==> src/rtl/register_bank.sv <==


module register_bank #(
  parameter int DATA_WIDTH = 19,
  parameter int NUM_REGS   = 4
) (
  input  logic                  CLK,
  input  logic                  RST_N,
  input  logic                  LOAD_REG,
  input  logic [1:0]            LOAD_SELECT,
  input  logic [DATA_WIDTH-1:0] data_in,
  output logic [DATA_WIDTH-1:0] data_out
);

  logic [DATA_WIDTH-1:0] regs [NUM_REGS];

  always_ff @(posedge CLK or negedge RST_N) begin
    if (!RST_N) begin
      for (int i = 0; i < NUM_REGS; i++) begin
        regs[i] <= '0;
      end
    end else if (LOAD_REG) begin
      regs[LOAD_SELECT] <= data_in;
    end
  end

  // Read path shows stored contents only; a pending write appears after the edge.
  assign data_out = regs[LOAD_SELECT];

endmodule

==> config.mk <==
export PLATFORM = sky130hd
export DESIGN_NAME = register_bank
export DESIGN_NICKNAME = d
export VERILOG_FILES = /design/src/rtl/register_bank.sv
export SDC_FILE = /design/constraint.sdc
export NUM_CORES = 1
export LEC_CHECK = 0
export CORE_ASPECT_RATIO = 0.5
export CORE_MARGIN = 2
export CORE_UTILIZATION = 55
export CTS_CLUSTER_SIZE = 40
export DETAILED_ROUTE_END_ITERATION = 10
export GPL_ROUTABILITY_DRIVEN = 0
export PLACE_DENSITY = 0.85
export SETUP_SLACK_MARGIN = 0.1
export SLEW_MARGIN = 20
export SYNTH_ARGS = -nofsm -noshare
export SYNTH_HDL_FRONTEND = slang
export SYNTH_SLANG_ARGS = --single-unit
==> constraint.sdc <==
create_clock -name CLK -period 2.3 [get_ports CLK]
set_input_delay 0.69 -clock CLK [delete_from_list [all_inputs] [get_ports CLK]]
set_output_delay 0.69 -clock CLK [all_outputs]
set_load 0.01 [all_outputs]
==> results of run 1 <==
[where the power goes]
part	switching, mW	total, mW	internal (mW)
sequential	0.140	1.73	1.59
combinational	0.286	0.851	0.565
clock	0.540	1.55	1.01
total	0.966	4.13	3.17
[Yosys cell counts]
cell / instances / area, sq um
mux4_1: 9 / 236
nand3b_1: 2 / 15.0
mux2_4: 20 / 300
nand3_4: 1 / 17.5
buf_6: 7 / 78.8
buf_2: 1 / 5.00
mux2_1: 5 / 56.3
dfrtp_1: 76 / 1900
buf_12: 2 / 40.0
buf_4: 1 / 7.51
nor3b_2: 1 / 12.5
mux2_2: 51 / 574
mux4_2: 10 / 225
[critical path, cell delays in order]
cell,delay [ns]
buf_12,0.11
buf_12,0.13
mux4_2,0.53
buf_6,0.14
[area by class of cell]
class | instances | area share (%)
Clock inverter | 5 | 1.89
Multi-Input combinational cell | 99 | 31.8
Timing Repair Buffer | 58 | 15.4
Tap cell | 88 | 2.48
Sequential cell | 76 | 42.8
Clock buffer | 11 | 5.69
[cells by family (layout without fill, tap and decap cells)]
group | Yosys count | in the layout
buf+inv | 11 | 74
flops | 76 | 76
mux | 95 | 95
simple gates | 4 | 4
[worst max path at each step]
stage	start	endpoint	slack, ns	cells after the start
final	LOAD_SELECT[0]	data_out[11]	0.01	4
after global routing	LOAD_SELECT[0]	data_out[15]	-0.002	4
after CTS	LOAD_SELECT[0]	data_out[11]	0.008	4
after detailed placement	LOAD_SELECT[0]	data_out[15]	-0.95	4
after global placement	LOAD_SELECT[0]	data_out[9]	-0.94	4
after floorplan	LOAD_SELECT[0]	data_out[0]	0.11	3
[timing repair]
item                                    in CTS  in global routing
endpoints found under the setup margin      19                 19
cloned                                       2                  0
setup buffers                                2                  0
hold buffers                                 0                  0
gates resized for setup                    112                 11
hold endpoints to repair                     0                  0
[placed cells by master, fill, tap and decap left out]
| master | Yosys | routed |
|---|---|---|
| buf_6 | 7 | 19 |
| buf_2 | 1 | 1 |
| clkinvlp_4 | 0 | 2 |
| mux2_2 | 51 | 51 |
| clkdlybuf4s50_1 | 0 | 20 |
| mux2_1 | 5 | 5 |
| clkinv_4 | 0 | 1 |
| nor3b_4 | 0 | 1 |
| nand3b_1 | 2 | 2 |
| buf_12 | 2 | 7 |
| buf_4 | 1 | 9 |
| nand3_4 | 1 | 1 |
| clkbuf_16 | 0 | 9 |
| dfrtp_1 | 76 | 76 |
| buf_16 | 0 | 2 |
| mux2_4 | 20 | 20 |
| mux4_2 | 10 | 19 |
| bufinv_16 | 0 | 2 |
| clkbuf_8 | 0 | 2 |
[per-layer routing]
metal / vias to the layer above / global-route usage (%) / routed length [microns]
li1: 824 / - / -
met2: 41 / 35.9 / 3380
met1: 989 / 31.0 / 3250
met5: - / 0 / 0
met3: 19 / 5.88 / 231
met4: 0 / 9.35 / 150
==> flow_summary.yaml, run 1 <==
run:
  max-cap-violations: 0
synth:
  synthSimpleGateAreaFrac_pct: 1.30
  syn-num-nets: 210
  synth_mux_area_share_pct: 40.1
  synth_fa_ha_area_share_pct: 0
  synth_compound_area_share_pct: 0
  synthXorXnorAreaFrac_pct: 0
  syn-cell-area_sq_um: 3470
  ys_ff_latch: 76
  postSynthCellCount: 186
  synth.distinct_cells: 13
  syn_avg_cell_area_sq_um: 18.7
  yosysWarningCount: 0
  synth_seq_area_share_pct: 54.8
  synth_top_family_by_area: "multiplexers"
worst_setup_path:
  cp-end-kind: "output pin"
  cp-start-kind: "input pin"
  critPathRequiredTime_ns: 1.61
  r2r-end: "regs[61]$_DFFE_PN0P_"
  r2r_start: "regs[61]$_DFFE_PN0P_"
  reg2reg_slack_ns: 1.50
  reg2reg_depth: 1
  crit_fanout: 6
  path_class: "input pin to output pin"
  worstPathArrival_ns: 1.60
routing:
  wl_microns: 7010
  drtIter0Drc: 98
  drt_pre_antenna_iters: 4
  drc: 0
  vias_per_cell: 5.56
  wl_per_cell_microns: 20.8
  vias: 1873
  postRouteAntennaNets: 0
timing:
  holdWs_ns: 0.322
  setup_ws_ns: 0.0102
  timing.setup.tns_ns: 0
  slew_headroom_pct: 68.1
  fmax_mhz: 437
  maxSlewViolCount: 0
  period_needed_ns: 2.29
  tightest_slew_ns: 0.478
  finalCritPeriodShare_pct: 99.6
  fin_skew_ns: 0
  hold_viol: 0
  setup_viol: 0
  rsz0062_at_grt: "yes"
floorplanning:
  die_h_microns: 60.2
  fp.dieW_microns: 116
  start_util_pct: 57.1
  rows: 20
  die_area_sq_um: 7000
  num_io_pins: 43
  core-area_sq_um: 6080
power:
  finalPower_mw: 4.13
  ir_worst_vdd_mv: 0.478
  leakage_nw: 1.94
  power_density_nw_per_um2: 931
global_routing:
  grt_pass1_vias: 2103
  overflow: 0
  grt_use_total_pct: 22.8
  antenna_found_initial: 0
  grt_pass1_wl_microns: 11500
  grt_max_degree: 41
finish:
  top_regs: "regs x76"
  stdcell_count: 337
  layout.nets: 268
  top_register: "regs"
  layout.area.seq_sq_um: 1900
  fin_util_pct: 73.0
  syn2layout_area_growth_pct: 27.9
  largest_reg_flops: 76
  drive_above_1_share_pct: 58.6
  final.fill_count: 373
  finish.instance_area_sq_um: 4440
  diodes: 0
  multi_input_area_sq_um: 1410
cts:
  cts_made_buffers: 9
  worstSkewPairLatency_ns: 0.33
  cts_tree: "done"
  clock-root-buffer: "clkbuf_16"
  clock_sinks: 76
  cts_buffer_depth: 2
  clk_pin_slew_ns: 0.06
  cts_max_level: 3
placement:
  pre_cts_slack_ns: -0.952
  dp_hpwl_microns: 4200
  io_buffers: 42
  dp.cells: 317
  place_area_sq_um: 4030
min_path:
  hp-class: "input pin to async pin"
run_status:
  status: "finished clean"
(Power assumes the default switching activity.)
==> run 2: changes to the inputs <==
- CORE_UTILIZATION: 55 -> 45
- PLACE_DENSITY: 0.85 -> 0.73
==> flow_summary.yaml, run 2 (synthesis results as in run 1) <==
finish:
  top_register: "regs"
  finish.instance_area_sq_um: 4490
  top_regs: "regs x76"
  diodes: 0
  multi_input_area_sq_um: 1410
  final_cell_mix: "dfrtp_1 (76), mux2_2 (51), mux2_4 (20), clkdlybuf4s50_1 (20), mux4_2 (19)"
  final_common_cell: "dfrtp_1"
  final.fill_count: 546
  layout.area.seq_sq_um: 1900
  layout.nets: 276
  syn2layout_area_growth_pct: 29.2
  largest_reg_flops: 76
  drive_above_1_share_pct: 59.5
run:
  max-cap-violations: 0
cts:
  clock-root-buffer: "clkbuf_16"
  clock_sinks: 76
  cts_max_level: 3
  clk_pin_slew_ns: 0.06
  hold_buffers: 0
  cts_made_buffers: 9
  worstSkewPairLatency_ns: 0.33
  cts_tree: "done"
  cts_buffer_depth: 2
worst_setup_path:
  cp-end-kind: "output pin"
  crit_fanout: 8
  critPathRequiredTime_ns: 1.61
  path_class: "input pin to output pin"
  cp-start-kind: "input pin"
  worstPathArrival_ns: 1.59
floorplanning:
  fp.dieW_microns: 128
  num_io_pins: 43
  core-area_sq_um: 7400
  start_util_pct: 46.9
  die_area_sq_um: 8470
  rows: 22
  die_h_microns: 66.1
routing:
  dr.max_layer_used: "met4"
  vias: 1854
  postRouteAntennaNets: 0
  drt-met1-wl_microns: 3180
  drc: 0
  vias_per_cell: 5.25
  wl_met2_microns: 3400
  drt_pre_antenna_iters: 4
  wl_per_cell_microns: 19.5
  wl_microns: 6870
  wl_met3_microns: 214
  drtIter0Drc: 95
power:
  seqPwrFrac_pct: 42.5
  ir_worst_vdd_mv: 0.407
  switching_power_mw: 0.955
  finalPower_mw: 4.06
  clkPwrFrac_pct: 36.7
  leakage_nw: 1.97
  swShare_pct: 23.5
  power_density_nw_per_um2: 906
  p_int_mw: 3.11
  combPwrFrac_pct: 20.8
placement:
  place_area_sq_um: 4100
  io_buffers: 42
  dp_hpwl_microns: 4440
timing:
  fmax_mhz: 439
  maxSlewViolCount: 0
  rsz0062_at_grt: "yes"
  setup_viol: 0
  slew_headroom_pct: 74.5
  period_needed_ns: 2.28
  tightest_slew_ns: 0.383
  finalCritPeriodShare_pct: 99.1
  fin_skew_ns: 0
  holdWs_ns: 0.273
  hold_viol: 0
min_path:
  hp-class: "input pin to async pin"
global_routing:
  antenna_found_initial: 0
  grt_pass1_vias: 2150
  grt_use_total_pct: 18.2
  grt_max_degree: 49
  grt_pass1_wl_microns: 11300
  overflow: 0
run_status:
  status: "finished clean"
==> run 2: worst max-delay path, stage by stage <==
cell    delay [ns]
buf_12        0.10
buf_12        0.14
mux4_2        0.52
buf_6         0.14
==> run 2: repair_timing <==
item                       CTS  global route
gates resized for setup    101            12
buffers inserted             2             0
cloned                       2             0
setup endpoints to repair   19            19
==> run 2: metal layers <==
metal  global-route usage [%]  vias to the layer above
li1                         -                      838
met1                     22.9                      976
met2                     30.9                       32
met3                     4.94                        8
met4                     6.59                        0
met5                        0                        -
==> run 2: area by class of cell <==
cell class	instances	area share (%)
clock inverter	6	1.98
sequential	76	42.4
multi-input combinational	99	31.4
timing repair buffer	66	16.4
tap	96	2.68
clock buffer	10	5.10
==> run 2: worst paths after layout <==
check                                startpoint              endpoint  slack (ns)  cells past startpoint
setup / recovery                 LOAD_SELECT[0]           data_out[6]        0.02                      4
hold / removal                            RST_N  regs[21]$_DFFE_PN0P_        0.27                      1
setup reg to reg           regs[67]$_DFFE_PN0P_  regs[67]$_DFFE_PN0P_        1.51                      1
hold reg to reg            regs[61]$_DFFE_PN0P_  regs[61]$_DFFE_PN0P_        0.49                      1
max in group asynchronous                 RST_N  regs[28]$_DFFE_PN0P_        1.43                      2
min in group CLK           regs[61]$_DFFE_PN0P_  regs[61]$_DFFE_PN0P_        0.49                      1
==> run 2: power groups by stage <==
stage / logic (mW) / clock network (mW) / registers, mW
finish: 0.846 / 1.49 / 1.73
global route: 0.904 / 1.57 / 1.75
CTS: 0.791 / 1.51 / 1.72
detailed placement: 0.809 / 0 / 1.74
global placement: 0.787 / 0 / 1.72
floorplan: 0.497 / 0 / 1.69
==> run 2: stage by stage <==
step | setup slack, ns | util, % | cells | TNS, ns
floorplan | 0.114 | - | 186 | 0
global placement | -0.620 | 55.4 | 333 | -11.15
detailed placement | -0.633 | 55.4 | 333 | -11.20
CTS | 0.00186 | 59.6 | 353 | 0
global route | -0.0161 | 60.6 | 353 | -0.0274
finish | 0.0208 | 60.6 | 353 | 0
==> run 3: changes to the inputs <==
- TNS_END_PERCENT: not set -> 10
==> flow_summary.yaml, run 3 (synthesis results as in run 1) <==
finish:
  top_register: "regs"
  final_common_cell: "dfrtp_1"
  syn2layout_area_growth_pct: 29.2
  final.fill_count: 543
  fin_util_pct: 60.6
  layout.nets: 276
  top_regs: "regs x76"
  final_cell_mix: "dfrtp_1 (76), mux2_2 (51), mux2_4 (20), clkdlybuf4s50_1 (20), mux4_2 (19)"
  drive_above_1_share_pct: 59.5
  diodes: 0
  largest_reg_flops: 76
  finish.instance_area_sq_um: 4490
worst_setup_path:
  cp-end-kind: "output pin"
  worstPathArrival_ns: 1.59
  reg2reg_slack_ns: 1.51
  r2r-end: "regs[60]$_DFFE_PN0P_"
  reg2reg_depth: 1
  cp-start-kind: "input pin"
  path_class: "input pin to output pin"
  crit_fanout: 8
  critPathRequiredTime_ns: 1.61
  r2r_start: "regs[60]$_DFFE_PN0P_"
cts:
  clock_sinks: 76
  cts_tree: "done"
  cts_made_buffers: 9
  worstSkewPairLatency_ns: 0.33
  clock-root-buffer: "clkbuf_16"
  clk_pin_slew_ns: 0.06
  cts_max_level: 3
  cts_buffer_depth: 2
  hold_buffers: 0
timing:
  hold_viol: 0
  fin_skew_ns: 0
  fmax_mhz: 439
  period_needed_ns: 2.28
  tightest_slew_ns: 0.380
  slew_headroom_pct: 74.7
  setup_ws_ns: 0.0207
  setup_viol: 0
  finalCritPeriodShare_pct: 99.1
  maxSlewViolCount: 0
  rsz0062_at_grt: "yes"
global_routing:
  antenna_found_initial: 0
  overflow: 0
  grt_max_degree: 49
  grt_use_total_pct: 18.1
  grt_pass1_vias: 2142
  grt_pass1_wl_microns: 11300
floorplanning:
  die_h_microns: 66.1
  fp.dieW_microns: 128
  start_util_pct: 46.9
  core-area_sq_um: 7400
  rows: 22
  num_io_pins: 43
  die_area_sq_um: 8470
routing:
  drtIter0Drc: 84
  postRouteAntennaNets: 0
  vias_per_cell: 5.31
  wl_per_cell_microns: 19.1
  vias: 1874
  drc: 0
  drt_pre_antenna_iters: 4
  wl_microns: 6740
run:
  max-cap-violations: 0
power:
  leakage_nw: 1.97
  ir_worst_vdd_mv: 0.408
  power_density_nw_per_um2: 904
placement:
  dp_hpwl_microns: 4440
  io_buffers: 42
  place_area_sq_um: 4100
  pre_cts_slack_ns: -0.633
run_status:
  status: "finished clean"
min_path:
  hp-class: "input pin to async pin"
==> run 3: cell counts in the layout (fill, tap and decap cells not counted) <==
No cell type changed its count.
==> run 3: worst max-delay path by stage <==
stage / start / end / slack (ns) / cells past startpoint
4_1_cts: LOAD_SELECT[0] / data_out[6] / 0.002 / 4
3_3_place_gp: LOAD_SELECT[1] / data_out[13] / -0.62 / 4
6_report: LOAD_SELECT[0] / data_out[6] / 0.02 / 4
5_1_grt: LOAD_SELECT[0] / data_out[6] / -0.02 / 4
3_5_place_dp: LOAD_SELECT[1] / data_out[13] / -0.63 / 4
2_1_floorplan: LOAD_SELECT[0] / data_out[0] / 0.11 / 3
==> run 3: stage by stage <==
stage	hold slack (ns)	instances	power, mW	setup TNS, ns
2_1_floorplan	0.394	186	2.18	0
3_3_place_gp	0.464	333	2.50	-11.15
3_5_place_dp	0.477	333	2.54	-11.20
4_1_cts	0.285	353	3.99	0
5_1_grt	0.301	353	4.22	-0.0274
6_report	0.272	353	4.05	0
==> run 3: where the power goes <==
| part | total (mW) | switching (mW) | internal, mW |
|---|---|---|---|
| Sequential | 1.73 | 0.135 | 1.59 |
| Clock | 1.48 | 0.534 | 0.949 |
| Combinational | 0.844 | 0.277 | 0.567 |
==> run 3: what timing repair did <==
action	CTS	global route
buffers inserted	2	0
setup endpoints to repair	19	19
cloned	2	0
gates resized for setup	95	18
==> run 3: worst max-delay path, stage by stage <==
cell and delay (ns):
buf_12 0.10, buf_12 0.14, mux4_2 0.52, buf_6 0.14
==> run 3: per-layer routing <==
layer  part of all wire, %  wire length [microns]  vias up  global-route usage, %
met1                    47                   3140      991                   23.4
met5                     0                      0        -                      0
met3                   3.0                    202        8                   4.94
met4                   1.3                     85        0                   6.59
li1                      -                      -      846                      -
met2                    49                   3320       29                   29.7
==> run 3: layout make-up <==
cell class / count / area, sq um / share of cell area [%]
flip-flops and latches: 76 / 1900 / 42.4
multi-input cells: 99 / 1410 / 31.4
repair buffers: 66 / 736 / 16.4
clock buffers: 10 / 229 / 5.10
well taps: 96 / 120 / 2.68
clock inverters: 6 / 88.8 / 1.98
